File: config.mk
export PLATFORM = sky130hd
export DESIGN_NAME = demux1_2
export DESIGN_NICKNAME = d
export VERILOG_FILES = /design/src/rtl/demux1_2.sv
export SDC_FILE = /design/constraint.sdc
export NUM_CORES = 1
export LEC_CHECK = 0
export BUFFER_PORTS_ARGS = -buffer_cell sky130_fd_sc_hd__buf_2
export CORE_MARGIN = 1.5
export CORE_UTILIZATION = 52
export DETAILED_ROUTE_END_ITERATION = 16
export PLACE_DENSITY = 0.78
export REMOVE_ABC_BUFFERS = 1
export SLEW_MARGIN = 20
export SYNTH_ARGS = -nofsm -noshare
export SYNTH_HDL_FRONTEND = slang
export SYNTH_SLANG_ARGS = --single-unit
File: constraint.sdc
create_clock -name clk -period 2.2 [get_ports clk]
set_clock_uncertainty 0.1 [all_clocks]
set_input_delay 0.33 -clock clk [delete_from_list [all_inputs] [get_ports clk]]
set_output_delay 0.33 -clock clk [all_outputs]
set_load 0.01 [all_outputs]
File: src/rtl/demux1_2.sv
// 1:2 demultiplexer with a small registered FIFO on each output channel.
// sel picks the channel; each channel drains independently via its ready.
module demux1_2_fifo #(
  parameter int WIDTH = 4,
  parameter int DEPTH = 2,
  parameter int AW    = $clog2(DEPTH),
  parameter int CW    = $clog2(DEPTH) + 1
) (
  input  logic             clk,
  input  logic             rst_n,
  input  logic             i_push,
  input  logic [WIDTH-1:0] i_data,
  input  logic             i_ready,
  output logic [WIDTH-1:0] o_data,
  output logic             o_valid,
  output logic             o_full,
  output logic [CW-1:0]    o_count
);

  logic [WIDTH-1:0] r_mem [DEPTH];
  logic [AW-1:0]    r_wr;
  logic [AW-1:0]    r_rd;
  logic [CW-1:0]    r_cnt;
  logic             w_push;
  logic             w_pop;

  assign o_valid = (r_cnt != '0);
  assign o_full  = (r_cnt == CW'(DEPTH));
  assign o_count = r_cnt;
  assign o_data  = r_mem[r_rd];

  // A full FIFO never takes a push, even when popped in the same cycle.
  assign w_push = i_push & ~o_full;
  assign w_pop  = i_ready & o_valid;

  always_ff @(posedge clk or negedge rst_n) begin
    if (!rst_n) begin
      for (int i = 0; i < DEPTH; i++) begin
        r_mem[i] <= '0;
      end
      r_wr  <= '0;
      r_rd  <= '0;
      r_cnt <= '0;
    end else begin
      if (w_push) begin
        r_mem[r_wr] <= i_data;
        r_wr        <= r_wr + AW'(1);
      end
      if (w_pop) begin
        r_rd <= r_rd + AW'(1);
      end
      case ({w_push, w_pop})
        2'b10:   r_cnt <= r_cnt + CW'(1);
        2'b01:   r_cnt <= r_cnt - CW'(1);
        default: r_cnt <= r_cnt;
      endcase
    end
  end

endmodule

module demux1_2 #(
  parameter int WIDTH = 4,
  parameter int DEPTH = 2
) (
  input  logic                     clk,
  input  logic                     rst_n,
  input  logic [WIDTH-1:0]         in_data,
  input  logic                     sel,
  input  logic                     in_valid,
  output logic                     in_ready,
  output logic [WIDTH-1:0]         x,
  output logic                     x_valid,
  input  logic                     x_ready,
  output logic [WIDTH-1:0]         y,
  output logic                     y_valid,
  input  logic                     y_ready,
  output logic [$clog2(DEPTH):0]   x_count,
  output logic [$clog2(DEPTH):0]   y_count
);

  localparam int AW = $clog2(DEPTH);
  localparam int CW = AW + 1;

  logic w_x_full;
  logic w_y_full;
  logic w_x_push;
  logic w_y_push;

  // Ready depends only on sel and registered occupancy, never on consumers.
  assign in_ready = sel ? ~w_y_full : ~w_x_full;
  assign w_x_push = in_valid & in_ready & ~sel;
  assign w_y_push = in_valid & in_ready & sel;

  demux1_2_fifo #(
    .WIDTH (WIDTH),
    .DEPTH (DEPTH),
    .AW    (AW),
    .CW    (CW)
  ) u_x_fifo (
    .clk     (clk),
    .rst_n   (rst_n),
    .i_push  (w_x_push),
    .i_data  (in_data),
    .i_ready (x_ready),
    .o_data  (x),
    .o_valid (x_valid),
    .o_full  (w_x_full),
    .o_count (x_count)
  );

  demux1_2_fifo #(
    .WIDTH (WIDTH),
    .DEPTH (DEPTH),
    .AW    (AW),
    .CW    (CW)
  ) u_y_fifo (
    .clk     (clk),
    .rst_n   (rst_n),
    .i_push  (w_y_push),
    .i_data  (in_data),
    .i_ready (y_ready),
    .o_data  (y),
    .o_valid (y_valid),
    .o_full  (w_y_full),
    .o_count (y_count)
  );

endmodule

# --- Word level (Yosys, flattened, before mapping) ---
# Cells that the tools add are included.
word_totals:
  regBits: 24
  latch_bits: 0
  ram_bits: 0
  rom_bits: 0
  output_inout_bits: 15
  word_cells: 65
  mem_count: 0
classes:
  n_addsub: 8
  multipliers: 0
  n_div: 0
  order_cmp: 6
  n_eq_ne: 6
  shifts: 0
  mux: 15
  bitwise_logic: 14
  n_reduce_logical: 6
ops:
  columns: ["operator", "count"]
  rows:
  - ["$mux 4", 8]
  - ["$bwmux 8", 2]
  - ["$demux 4 s1", 2]
  - ["$eq 2x2->1 const B", 4]
  - ["$ge 2x2->1 const B", 4]
  - ["$not 1->2", 4]
  - ["$pmux 2 s2", 2]
  - ["$reduce_bool 2->1", 4]
  - ["$and 1x1->1", 7]
  - ["$add 1x1->1 const B", 4]
  - ["$add 2x1->2 const B", 2]
  - ["$eq 2x1->1 const B", 2]
  - ["$lt 2x1->1 const B", 2]
  - ["$sub 2x1->2 const B", 2]
  - ["$not 1->1", 3]
  - ["$logic_and 1x1->1", 2]
  - ["$mux 1", 1]

# --- Depth between registers and ports, before layout ---
logic_depth:
  depth_word: 8
  ltp_mapped: 6
  mapped_depth_nobuf: 6

# --- By module ---
# From an unflattened synthesis, not the netlist that was laid out.
hier_totals:
  hier_cells: 81
  area_unflattened_um2: 1192.4
modules_own_cells:
  columns: ["mod", "n_inst", "cells_per_inst", "area_per_inst_um2", "seq_area_each_um2"]
  rows:
  - ["demux1_2_fifo", 2, 39, 583.1, 300.3]
  - ["demux1_2", 1, 3, 26.3, 0.0]

# --- Worst setup path before layout ---
# Ideal clock, no wire load.
synth_path:
  path_type: "reg2reg"
  start: "reg u_x_fifo.r_cnt[0], in the netlist u_x_fifo.o_count[0]"
  end: "reg u_x_fifo.r_cnt[1], in the netlist u_x_fifo.o_count[1]"
  setup_ns: 0.079
  arrival_time_ns: 1.545
  required_ns: 2.021
  setup_slack_ns: 0.475
  stages_incl_launch_ff: 6
  path_buffers: 0
  period_less_slack_ns: 1.725
  cell_sequence: "dfrtp_1 -> or2_2 -> and2_1 -> ha_1 -> nor2_1 -> xor2_1"
synth_via:
  elab_cells_between_ends: 14
  classes_between: "add/sub: 2; eq/ne: 3; mux: 2; bitwise: 5; reduce/logical: 2"
synth_rtl:
  columns: ["item", "line_no", "text"]
  rows:
  - ["start, declared", "23", "logic [CW-1:0] r_cnt;"]
  - ["start signal, assigned", "53", "2'b10: r_cnt <= r_cnt + CW'(1);"]
  - ["start signal, assigned", "54", "2'b01: r_cnt <= r_cnt - CW'(1);"]
  - ["start signal, assigned", "55", "default: r_cnt <= r_cnt;"]
  - ["$reduce_bool 2->1 (*)", "27", "assign o_valid = (r_cnt != '0);"]
  - ["net x_valid", "73", "output logic x_valid,"]
  - ["$and 1x1->1 (*)", "34", "assign w_pop = i_ready & o_valid;"]
  - ["net u_x_fifo.w_pop", "25", "logic w_pop;"]
  - ["$eq 2x1->1 / $eq 2x2->1 (equally long branches)", "52", "case ({w_push, w_pop})"]
  - ["$pmux 2 s2 / $reduce_bool 2->1 (equally long branches)", null, null]
# Mark *: on every way through the listed nets, which the timed path passes. The rest lies on a longest branch.
# A chain may end at the register's enable or synchronous reset.

# --- Worst setup path after layout ---
layout_path:
  start: "reg u_y_fifo.r_cnt[0], in the netlist u_y_fifo.o_count[0]"
  end: "reg u_y_fifo.r_cnt[1], in the netlist u_y_fifo.o_count[1]"
layout_via:
  elab_cells_between_ends: 14
  classes_between: "add/sub: 2; eq/ne: 3; mux: 2; bitwise: 5; reduce/logical: 2"
layout_rtl:
  columns: ["item", "line_no"]
  rows:
  - ["start, declared", "23"]
  - ["start signal, assigned", "53"]
  - ["start signal, assigned", "54"]
  - ["start signal, assigned", "55"]
  - ["$reduce_bool 2->1 (*)", "27"]
  - ["$and 1x1->1 (*)", "34"]
  - ["net u_y_fifo.w_pop", "25"]
  - ["$eq 2x1->1 / $eq 2x2->1 (equally long branches)", "52"]
  - ["$pmux 2 s2 / $reduce_bool 2->1 (equally long branches)", null]
# Marks and branches as above.

==> impl_metrics.toml <==
[placement]
port_buffers = 24
dp_cells = 131
dp.final_hpwl_microns = 1490
post-place-ws_ps = 463
post_dp_cell_area_sq_um = 1290
gp_congestion = 0.765

[die]
io_pins = 25
core_area_sq_um = 2000
die_area_sq_um = 2470
die_w_microns = 49.7
start_util_pct = 56.6
die_y_microns = 49.7
rows = 16

[clock_network]
clock_latency_ps = 310
cts_root_buffer = "clkbuf_4"
clkSlewWorstSetupHoldPaths_ps = 120
cts_tree = "yes"
postCtsSetupBuffers = 0
cts_sinks = 24
ctsHtreeMaxLevel = 1
clockBufferDepth = 2
numCtsBuffers = 3

[timing]
hold_ws_ps = 196
finalSetupTns_ps = 0
setup_violations = 0
slew_viol_final = 0
worst_slack_ps = 446
finalHoldViolCount = 0
period_needed_ps = 1750
period_share_pct = 79.7
slew_headroom_pct = 64.8
worst_pin_slew_ps = 528
rsz0062_at_grt = "no"
clock.fmax_mhz = 570

[layout]
final_core_util_pct = 65.9
diodes = 0
area_growth_pct = 16.4
nNetsFinal = 122
multi_input_area_sq_um = 533
regArea_sq_um = 601
final_area_sq_um = 1320
final_cells = 135
fillers = 165
drive_gt1_share_pct = 53.7

[hold_path]
worstHoldPathType = "in2reg"
hold_depth = 2
hold_start = "in_data[2]"
min_to = "u_x_fifo.r_mem[2]"

[yosys]
synth_edf_count = 0
syn_area_sq_um = 1130
syn_inst = 80
synth_seq_cells = 24
yosys-top-cells-area = "dfrtp_1, mux2_2, mux2_4"
ys_top_cells_by_count = "dfrtp_1, mux2_2, xnor2_1"
async_flop_share_pct = 100
synth_top_area_cell = "dfrtp_1"
ys.flop_type = "dfrtp_1"
synth_top_area_share_pct = 53.0
synth_seq_area_share_pct = 53.0
ys_warn_count = 0
synth_most_common_cell = "dfrtp_1"
synth_cell_types = 19
syn_area_per_cell_sq_um = 14.2

[critical_path]
start_kind = "flip-flop"
r2r_setup_slack_ps = 450
reg2reg_from = "u_y_fifo.o_count[0]"
worst-setup-path-type = "reg2reg"
endpoint_kind = "flip-flop"
cp_data_arrival_time_ps = 1890
cp_max_fo = 6
required_ps = 2340
r2r_end = "u_y_fifo.o_count[1]"
crit_start = "u_y_fifo.o_count[0]"
r2r.worst_path.cells = 6

[global_route]
antenna_found_initial = 0
track_usage_pct = 18.5
grt_pass1_wl_microns = 3440
grt-ovfl-total = 0
grt_pass1_vias = 766
grt_start_max_net_pins = 25

[power_and_ir_drop]
irDropWorstVdd_mv = 0.804
clkPwrFrac_pct = 9.5
p_total_mw = 1.95
p_leak_nw = 0.610
p_sw_mw = 0.677
power_density_nw_per_um2 = 1470
combPwrFrac_pct = 46.3
p_int_mw = 1.27
netSwitchingFraction_pct = 34.8
p_seq_share_pct = 44.1

[job]
drv_cap = 0

[route]
drtAntennaViolNets = 0
drcViolationCount = 0
drt_iter0_drc = 1
vias_per_cell = 5.19
routedWlPerCell_microns = 14.3
first_pass_iters = 2
vias = 700
drt-total-wl_microns = 1930

[status]
status = "complete, no violations"
-- worst max path at each step --
stage	to	slack, ps	depth (start not counted)
after global routing	u_y_fifo.o_count[1]	340	6
after CTS	u_y_fifo.o_count[1]	420	6
after floorplan	u_x_fifo.o_count[1]	480	5
after global placement	u_x_fifo.o_count[1]	520	5
after detailed placement	u_y_fifo.o_count[1]	460	6
final	u_y_fifo.o_count[1]	450	6
-- cell type report --
| type | count | share of cell area (%) |
|---|---|---|
| Sequential cell | 24 | 45.5 |
| Tap cell | 27 | 2.56 |
| Timing Repair Buffer | 25 | 9.86 |
| Multi-Input combinational cell | 56 | 40.4 |
| Clock buffer | 3 | 1.71 |
-- layout by cell type, fill, tap and decap left out, drive strengths merged --
cell type and count:
nor2 3, clkbuf 3, buf 24, a21oi 1, nor3 2, nand3 1, nand2b 4, or2 2
dlygate4sd3 1, xor2 4, nand4 1, and2 2, nand2 1, nor2b 2, ha 2, mux2 24
or3b 1, xnor2 6, dfrtp 24
-- registers in the layout, summed over array words and instances (netlist names) --
name              cells
u_x_fifo.r_mem        8
u_y_fifo.r_mem        8
u_x_fifo.o_count      2
u_y_fifo.o_count      2
u_x_fifo.r_rd         1
u_x_fifo.r_wr         1
u_y_fifo.r_rd         1
u_y_fifo.r_wr         1
-- layer usage --
layer | vias up | track usage (%) | wire length [microns]
li1 | 336 | - | -
met1 | 346 | 22.0 | 850
met2 | 14 | 33.6 | 991
met3 | 4 | 2.73 | 65
met4 | 0 | 6.94 | 22
met5 | - | 0 | 0
-- power groups by stage --
stage          clock network [mW]  logic [mW]  registers, mW
2_1_floorplan                   0       0.645          0.838
6_report                    0.185       0.902          0.859
3_3_place_gp                    0       0.884          0.851
5_1_grt                     0.208       0.996          0.898
4_1_cts                     0.194       0.918          0.865
3_5_place_dp                    0       0.911          0.877
-- critical path, stage by stage (launching register included) --
cell     delay [ps]
dfrtp_1         460
or2_2           310
and2_1          180
ha_1            210
xnor2_1         130
nor2_1          130
xor2_1          170
-- cell families after synthesis --
kind of cell    synth area share [%]
xor+xnor                        7.73
flops                           53.0
compound gates                 0.441
mux                             25.2
simple gates                    11.5
fa+ha+maj                       2.21
-- repair_timing --
item	CTS	global route
endpoints found under the hold margin	24	0
hold buffers	1	0
gates resized for setup	0	0
Note: power is estimated with default switching activity, not from simulation.
